File: config.mk
export PLATFORM = sky130hd
export DESIGN_NAME = mips_cpu_bus_ctrl
export DESIGN_NICKNAME = d
export VERILOG_FILES = /design/src/rtl/mips_cpu_definitions.sv /design/src/rtl/mips_cpu_bus_lane.sv /design/src/rtl/mips_cpu_bus_ctrl.sv
export SDC_FILE = /design/constraint.sdc
export NUM_CORES = 1
export LEC_CHECK = 0
export ABC_AREA = 1
export ABC_CLOCK_PERIOD_IN_PS = 2900
export CORE_UTILIZATION = 30
export DETAILED_ROUTE_END_ITERATION = 10
export PLACE_DENSITY = 0.58
export SETUP_SLACK_MARGIN = 0.1
export SLEW_MARGIN = 30
export SYNTH_ARGS = -nofsm -noshare
export SYNTH_HDL_FRONTEND = slang
export SYNTH_SLANG_ARGS = --single-unit
File: constraint.sdc
create_clock -name clk -period 2.9 [get_ports clk]
set_input_delay 0.435 -clock clk [delete_from_list [all_inputs] [get_ports clk]]
set_output_delay 0.435 -clock clk [all_outputs]
set_load 0.01 [all_outputs]
File: src/rtl/mips_cpu_definitions.sv
// Shared MIPS core definitions: access sizes, bus sequencer states, request info.
package mips_cpu_definitions;

   typedef enum logic [1:0] {
      BYTE = 2'b00,
      HALF = 2'b01,
      WORD = 2'b10
   } mem_size_t;

   typedef enum logic [2:0] {
      IDLE,
      FETCH,
      LOAD,
      STORE,
      RESP
   } bus_state_t;

   // Per-access attributes latched when a data request leaves IDLE
   typedef struct packed {
      mem_size_t  size;
      logic       sgn;
      logic [1:0] lo;
   } acc_info_t;

   // Natural-alignment check for a data access; unknown sizes are treated as word
   function automatic logic is_misaligned(input mem_size_t size, input logic [1:0] lo);
      case (size)
         BYTE:    return 1'b0;
         HALF:    return lo[0];
         default: return (lo != 2'b00);
      endcase
   endfunction

endpackage

File: src/rtl/mips_cpu_bus_lane.sv
// Byte-lane steering: byteenable, store replication, load extraction/extension.
module mips_cpu_bus_lane
   import mips_cpu_definitions::*;
(
   input  logic [1:0]  size,
   input  logic        is_signed,
   input  logic [1:0]  addr_lo,
   input  logic [31:0] wdata,
   input  logic [31:0] rdata,
   output logic [3:0]  byteenable_c,
   output logic [31:0] wdata_c,
   output logic [31:0] rdata_c
);

   logic [7:0]  b_sel;
   logic [15:0] h_sel;

   // Lane k carries bits [8k+7:8k]; sub-word loads pick their lane then extend
   always_comb begin
      byteenable_c = 4'b1111;
      wdata_c      = wdata;
      rdata_c      = rdata;
      b_sel        = rdata[{addr_lo, 3'b000} +: 8];
      h_sel        = addr_lo[1] ? rdata[31:16] : rdata[15:0];
      case (mem_size_t'(size))
         BYTE: begin
            byteenable_c = 4'b0001 << addr_lo;
            wdata_c      = {4{wdata[7:0]}};
            rdata_c      = {{24{is_signed & b_sel[7]}}, b_sel};
         end
         HALF: begin
            byteenable_c = 4'b0011 << addr_lo;
            wdata_c      = {2{wdata[15:0]}};
            rdata_c      = {{16{is_signed & h_sel[15]}}, h_sel};
         end
         default: ;
      endcase
   end

endmodule

File: src/rtl/mips_cpu_bus_ctrl.sv
// Avalon-MM sequencer/arbiter sharing one master port between fetch and load/store.
module mips_cpu_bus_ctrl
   import mips_cpu_definitions::*;
#(
   parameter int unsigned MAX_WAIT = 1024
) (
   input  logic        clk,
   input  logic        reset,
   input  logic        fetch_req,
   input  logic [31:0] fetch_addr,
   output logic        fetch_done,
   output logic [31:0] fetch_data,
   input  logic        mem_req,
   input  logic        mem_we,
   input  logic [1:0]  mem_size,
   input  logic        mem_signed,
   input  logic [31:0] mem_addr,
   input  logic [31:0] mem_wdata,
   output logic        mem_done,
   output logic [31:0] mem_rdata,
   output logic        mem_err,
   output logic        busy,
   output logic [31:0] address,
   output logic        read,
   output logic        write,
   input  logic        waitrequest,
   output logic [31:0] writedata,
   output logic [3:0]  byteenable,
   input  logic [31:0] readdata
);

   localparam int unsigned WCNT_W = (MAX_WAIT < 2) ? 1 : $clog2(MAX_WAIT + 1);

   bus_state_t        state;
   acc_info_t         acc;
   logic [WCNT_W-1:0] wait_cnt;

   mem_size_t   ln_size;
   logic        ln_signed;
   logic [1:0]  ln_lo;
   logic [3:0]  ln_be;
   logic [31:0] ln_wdata;
   logic [31:0] ln_rdata;
   logic        mis_mem;
   logic        mis_fetch;
   logic        wd_hit;

   // Lane logic sees the live request in IDLE and the latched one during a transfer
   always_comb begin
      ln_size   = acc.size;
      ln_signed = acc.sgn;
      ln_lo     = acc.lo;
      if (state == IDLE) begin
         ln_size   = mem_size_t'(mem_size);
         ln_signed = mem_signed;
         ln_lo     = mem_addr[1:0];
      end
   end

   mips_cpu_bus_lane u_lane (
      .size         (ln_size),
      .is_signed    (ln_signed),
      .addr_lo      (ln_lo),
      .wdata        (mem_wdata),
      .rdata        (readdata),
      .byteenable_c (ln_be),
      .wdata_c      (ln_wdata),
      .rdata_c      (ln_rdata)
   );

   assign mis_mem   = is_misaligned(mem_size_t'(mem_size), mem_addr[1:0]);
   assign mis_fetch = (fetch_addr[1:0] != 2'b00);
   assign wd_hit    = (MAX_WAIT != 0) && (wait_cnt == WCNT_W'(MAX_WAIT - 32'd1));

   // Sequencer: arbitration in IDLE, stall/watchdog in bus states, one-cycle done in RESP
   always_ff @(posedge clk or negedge reset) begin
      if (!reset) begin
         state      <= IDLE;
         acc        <= '0;
         wait_cnt   <= '0;
         fetch_done <= 1'b0;
         fetch_data <= '0;
         mem_done   <= 1'b0;
         mem_rdata  <= '0;
         mem_err    <= 1'b0;
         busy       <= 1'b0;
         address    <= '0;
         read       <= 1'b0;
         write      <= 1'b0;
         writedata  <= '0;
         byteenable <= '0;
      end else begin
         fetch_done <= 1'b0;
         mem_done   <= 1'b0;
         case (state)
            IDLE: begin
               if (mem_req) begin
                  acc.size <= mem_size_t'(mem_size);
                  acc.sgn  <= mem_signed;
                  acc.lo   <= mem_addr[1:0];
                  busy     <= 1'b1;
                  if (mis_mem) begin
                     state    <= RESP;
                     mem_done <= 1'b1;
                     mem_err  <= 1'b1;
                  end else begin
                     address    <= {mem_addr[31:2], 2'b00};
                     byteenable <= ln_be;
                     writedata  <= ln_wdata;
                     read       <= ~mem_we;
                     write      <= mem_we;
                     wait_cnt   <= '0;
                     state      <= mem_we ? STORE : LOAD;
                  end
               end else if (fetch_req) begin
                  busy <= 1'b1;
                  if (mis_fetch) begin
                     state      <= RESP;
                     fetch_done <= 1'b1;
                     mem_err    <= 1'b1;
                  end else begin
                     address    <= {fetch_addr[31:2], 2'b00};
                     byteenable <= 4'b1111;
                     read       <= 1'b1;
                     write      <= 1'b0;
                     wait_cnt   <= '0;
                     state      <= FETCH;
                  end
               end
            end
            FETCH, LOAD, STORE: begin
               if (!waitrequest || wd_hit) begin
                  read  <= 1'b0;
                  write <= 1'b0;
                  state <= RESP;
                  if (state == FETCH) fetch_done <= 1'b1;
                  else                mem_done   <= 1'b1;
                  if (waitrequest) begin
                     mem_err <= 1'b1;
                  end else if (state == FETCH) begin
                     fetch_data <= readdata;
                  end else if (state == LOAD) begin
                     mem_rdata <= ln_rdata;
                  end
               end else begin
                  wait_cnt <= wait_cnt + WCNT_W'(1);
               end
            end
            RESP: begin
               state   <= IDLE;
               busy    <= 1'b0;
               mem_err <= 1'b0;
            end
            default: begin
               state <= IDLE;
               busy  <= 1'b0;
            end
         endcase
      end
   end

endmodule

==> out/metrics.csv, run 1 <==
metric;value;unit
htreeDepth;4;
antenna_found_initial;0;
outcome;complete, no violations;
die_y;160;µm
die_w;160;µm
fin_skew;10.8;ps
maxSlewHeadroom;55.6;%
static-leakage-power;5.04;nW
dieArea;25500;µm²
stdcell_count;1479;
worst_hold_path_type;input port to async pin;
cts_num_sinks;155;
route.top_layer_used;met4;
synthCells;880;
drv_cap;0;
slew_viol_final;0;
synthAdderAreaFrac;0.167;%
diodes;0;
fin_total_pwr;11.8;mW
worstMarginPinSlew;661;ps
drt-total-wl;22.8;mm
grt_max_degree;65;
rsz0062_at_grt;false;
core;24400;µm²
setup_tns;0;ps
crit_arrival;2690;ps
route.detailed.drc;0;
end_kind;register;
fill_cells;2492;
power.density;1060;nW/µm²
clkTransAtPathRegs;60;ps
max_clock_freq;0.426;GHz
numPortBuffers;272;
path_max_fanout;21;
numCtsBuffers;17;
root_buffer;clkbuf_16;
drt_iter0_drc;333;
placedCellCount;1448;
synth_top_family_by_area;simple AND/OR/NAND/NOR gates;
cp-start-kind;register;
initial_core_util;30.6;%
drt-met1-wl;10.4;mm
min_period_over_period;80.9;%
setup_viol;0;
drive_gt1_share;8.40;%
fin_nets;1281;
regArea;3880;µm²
synth_cell_type_count;38;
cp.required;3240;ps
rows;57;
fin_crit;2350;ps
synthSimpleGateAreaFrac;21.2;%
gp_congestion;0.821;
cts_hold_buf;0;
grt.overflow.total;0;
synth-seq-cells;155;
synth_warnings;0;
multi_input_area;3100;µm²
grt_pass1_vias;6949;
cts_setup_buffers;0;
ctsResizeCount;0;
synth_compound_area_share;13.5;%
dp_hpwl;17.0;mm
synth-seq-area-share;51.9;%
synth_mux_area_share;5.51;%
syn_area;7470;µm²
syn2layout_area_growth;48.6;%
synth.avg_cell_area;8.49;µm²
cts.path.max_buffers;2;
clkLatencyLatePin;420;ps
wl_met2;10.5;mm
drt_pre_antenna_iters;5;
drt.antenna.violating_nets;0;
final_common_cell;clkdlybuf4s50_1;
layout_common_cells;270 x clkdlybuf4s50_1, 214 x nand2_1, 155 x dfrtp_1;
synth-xor-area-share;0.820;%
grt_pass1_wl;37.5;mm
fin_util;45.5;%
crit_type;register to register;
cts_tree;done;
num_io_pins;275;
final_hold_viol_count;0;
wl_per_cell;15.4;µm
viasPerCell;4.59;
wl_met3;1.58;mm
vias;6792;
vdd.ir_drop.worst;0.386;mV
grtUsageTotal;18.6;%
[flip-flops by register name, summed over array words and instances, names as in the netlist, 3 cells and up]
| register | count |
|---|---|
| state | 3 |
| byteenable | 4 |
| fetch_data | 32 |
| acc | 5 |
| address | 30 |
| mem_rdata | 32 |
| writedata | 32 |
| wait_cnt | 11 |
[worst paths after layout]
kind                                       end  depth (start not counted)  slack, ps     start
max in group asynchronous        fetch_data[5]                          2       2080     reset
worst max register to register   mem_rdata[28]                         10        550  state[2]
min in group clk                    fetch_done                          4        380   mem_req
worst max-delay path             mem_rdata[28]                         10        550  state[2]
worst min register to register            read                          2        480      read
worst min-delay path            fetch_data[25]                          1          3     reset
[synthesized netlist by cell type]
library cell  count  share of area, %
buf_4             2              0.20
xnor2_1           3              0.35
nor2_4            3              0.45
a31oi_1           9              0.75
clkinv_1          1             0.050
nand3_1          16               1.1
clkbuf_1         25               1.3
nand3_2           2              0.27
a21oi_1          25               1.7
mux2_2            9               1.4
nand2_2           7              0.59
mux2i_1          31               4.2
xor2_1            4              0.47
dfrtp_1         155                52
o21ai_1          10              0.67
nor2_8            1              0.27
buf_2            10              0.67
nand4_1           9              0.75
o22a_1            1              0.12
a211oi_2          1              0.17
and3_1            1             0.084
o21ai_2           1              0.12
nor2_2            1             0.084
a21oi_2          10               1.2
o31ai_1           7              0.70
ha_1              1              0.17
a2bb2oi_1         1              0.12
buf_6             4              0.60
nor3_1            5              0.33
nand3b_1          2              0.20
o21ai_0         120               8.0
nor4_4            1              0.28
conb_1            1             0.050
nor2_1           99               5.0
nand2_1         215                11
inv_1            73               3.7
inv_2             7              0.35
nand2_4           7               1.1
[cell type report]
class,count,share of cell area (%)
multi-input combinational,604,27.9
clock buffer,19,4.08
sequential,155,34.9
clock inverter,12,1.04
tap,324,3.65
inverter,81,2.74
timing repair buffer,284,25.6
[worst max-delay path, cell delays in order (launching register included)]
cell and delay, ps:
dfrtp_1 430, inv_2 140, nand2_4 200, nand2_1 100
nand2_2 350, nand2_2 190, inv_2 260, nand2_1 120
nand3_2 110, nand2_4 170, a21oi_1 190
[metrics by stage]
step                      hold WS, ps  instance area (µm²)  worst slack [ps]
after floorplan                   139                 7480              1180
after global placement            453                10500               383
after detailed placement          462                10500               285
after CTS                        32.5                11100               516
after global routing             47.3                11100               289
final                            2.62                11100               553
[layer usage]
metal / vias to the layer above / global-route usage, %
li1: 3375 / -
met1: 3163 / 24.9
met2: 236 / 29.5
met3: 18 / 4.78
met4: 0 / 5.67
met5: - / 0
[where the power goes]
group | internal, mW | switching (mW) | leakage [nW]
Combinational | 2.70 | 3.16 | 2.89
Clock | 1.23 | 0.948 | 0.272
Sequential | 3.16 | 0.573 | 1.88
Total | 7.09 | 4.68 | 5.04
[cells by family (layout without fill, tap and decap cells)]
logic type	after synthesis	count (layout)
and+or+nand+nor	369	369
AOI/OAI and AO/OA	185	185
DFF	155	155
buffers and inverters	122	396
muxes	40	40
xor gates and xnor gates	7	7
adders and majority gates	1	1
other	1	2
(Power assumes the default switching activity.)
==> run 2: changes to the inputs <==
ABC_CLOCK_PERIOD_IN_PS = 2300   (was 2900)
clock period = 2.3 ns   (was 2.9 ns; I/O delays follow)
==> out/metrics.csv, run 2 (synthesis results as in run 1) <==
metric;value;unit;change
outcome;complete, no violations;;unchanged
worst_path_max_delay_cell;dfrtp_1;;unchanged
num_io_pins;275;;unchanged
clkLatencyLatePin;430;ps;was 420 ps
antenna_found_initial;0;;unchanged
fin_skew;9.68;ps;was 10.8 ps
grt.overflow.total;0;;unchanged
die_y;160;µm;unchanged
clkTransAtPathRegs;70;ps;was 60 ps
slowest_delay;420;ps;was 430 ps
grt_pass1_wl;37.6;mm;was 37.5 mm
gp_congestion;0.792;;was 0.821
final_hold_viol_count;0;;unchanged
drt_pre_antenna_iters;5;;unchanged
grt_max_degree;65;;unchanged
fin_util;46.5;%;was 45.5%
crit_type;register to register;;unchanged
numCtsBuffers;17;;unchanged
power.density;1360;nW/µm²;was 1060 nW/µm²
max_clock_freq;0.492;GHz;was 0.426 GHz
worstMarginPinSlew;550;ps;was 661 ps
path_max_fanout;30;;was 21
worst_slack;266;ps;was 553 ps
cts.path.max_buffers;2;;unchanged
path_buf_inv;4;;was 2
cp.required;2600;ps;was 3240 ps
fin_nets;1292;;was 1281
drt-total-wl;23.0;mm;was 22.8 mm
syn2layout_area_growth;51.6;%;was 48.6%
vias;6792;;unchanged
drt.antenna.violating_nets;0;;unchanged
setup_tns;0;ps;unchanged
fin_crit;2030;ps;was 2350 ps
crit_arrival;2340;ps;was 2690 ps
drv_cap;0;;unchanged
min_from;mem_req;;
grt_pass1_vias;6805;;was 6949
cts_tree;done;;unchanged
maxSlewHeadroom;63.4;%;was 55.6%
die_w;160;µm;unchanged
worst_hold_path_type;input port to register;;was input port to async pin
drt_iter0_drc;355;;was 333
vdd.ir_drop.worst;0.525;mV;was 0.386 mV
crit_family;simple AND/OR/NAND/NOR gates;;unchanged
reg_top3;fetch_data: 32 flops, mem_rdata: 32 flops, writedata: 32 flops;;unchanged
viasPerCell;4.56;;was 4.59
layout_common_cells;270 x clkdlybuf4s50_1, 214 x nand2_1, 155 x dfrtp_1;;unchanged
core;24400;µm²;unchanged
wl_per_cell;15.4;µm;about the same
rsz0062_at_grt;false;;unchanged
r2r_start;state[2];;unchanged
final_common_cell;clkdlybuf4s50_1;;unchanged
crit_start;state[2];;unchanged
min_period_over_period;88.4;%;was 80.9%
diodes;0;;unchanged
grtUsageTotal;18.7;%;was 18.6%
slew_viol_final;0;;unchanged
dieArea;25500;µm²;unchanged
preCtsSetupSlack;74.3;ps;was 285 ps
root_buffer;clkbuf_16;;unchanged
rows;57;;unchanged
setup_viol;0;;unchanged
htreeDepth;4;;unchanged
end_kind;register;;unchanged
dp_hpwl;16.8;mm;was 17.0 mm
drive_gt1_share;9.17;%;was 8.40%
cts_num_sinks;155;;unchanged
static-leakage-power;5.15;nW;was 5.04 nW
route.detailed.drc;0;;unchanged
initial_core_util;30.6;%;unchanged
crit_chain;inv_2 > nand2_8 > inv_2 > nand2_2 > inv_2 > nand2_1 > nand2_1 > nor2_4 > nand2_4 > clkbuf_16 > nand2_1 > o21ai_0;;was inv_2 > nand2_4 > nand2_1 > nand2_2 > nand2_2 > inv_2 > nand2_1 > nand3_2 > nand2_4 > a21oi_1
numPortBuffers;272;;unchanged
cp-start-kind;register;;unchanged
[run 2: changes by cell type in the layout (fill, tap and decap cells not counted), sizes merged]
| cell | delta |
|---|---|
| inv | +4 |
| dlygate4sd3 | +1 |
| bufinv | +2 |
| buf | +9 |
| clkinv | -4 |
[run 2: cell type report]
| type | instances | area (µm²) |
|---|---|---|
| Clock inverter | 14 | 185 |
| Clock buffer | 18 | 429 |
| Fill cell | 2440 | 13100 |
| Tap cell | 324 | 405 |
| Sequential cell | 155 | 3880 |
| Timing Repair Buffer | 295 | 3020 |
| Inverter | 81 | 304 |
| Multi-Input combinational cell | 604 | 3110 |
[run 2: power breakdown]
part	internal (mW)	switching [mW]
Combinational	3.63	4.10
Sequential	3.99	0.703
Clock	1.74	1.24
Total	9.36	6.04
[run 2: stage by stage]
stage                     std cells  hold slack, ps  power (mW)  instance area [µm²]
after global routing           1491             352        16.6                11300
after detailed placement       1456             366        12.4                10700
after CTS                      1489             314        15.5                11300
final                          1491             321        15.4                11300
after floorplan                 881            49.4        8.49                 7480
after global placement         1456             366        12.3                10700
[run 2: what timing repair did]
item	4_1_cts	5_1_grt
endpoints found under the setup margin	0	33
resized for setup	0	2
endpoints found under the hold margin	52	0
setup buffers	0	1
hold buffers	1	0
[run 2: layer usage]
| metal | up-vias | GRT usage [%] | wire length (µm) | share of wire, % |
|---|---|---|---|---|
| li1 | 3400 | - | - | - |
| met1 | 3128 | 25.0 | 10500 | 46 |
| met2 | 239 | 29.3 | 10400 | 45 |
| met3 | 25 | 5.40 | 1720 | 7.5 |
| met4 | 0 | 5.67 | 393 | 1.7 |
| met5 | - | 0 | 0 | 0 |
[run 2: path summary, 6_finish.rpt]
| kind | endpoint | slack [ps] | cells past startpoint |
|---|---|---|---|
| max | address[7] | 270 | 12 |
| min | fetch_done | 320 | 4 |
| max reg2reg | address[7] | 270 | 12 |
| min reg2reg | read | 470 | 2 |
| max in group asynchronous | writedata[26] | 1190 | 3 |
| min in group asynchronous | acc[3] | 480 | 2 |
[run 2: worst reg2reg max path, delay by kind of cell, from the launching register on]
| kind | cells | cell delay, ps |
|---|---|---|
| DFF | 1 | 420 |
| AOI/OAI and AO/OA | 1 | 80 |
| and+or+nand+nor | 7 | 880 |
| buffers and inverters | 4 | 540 |
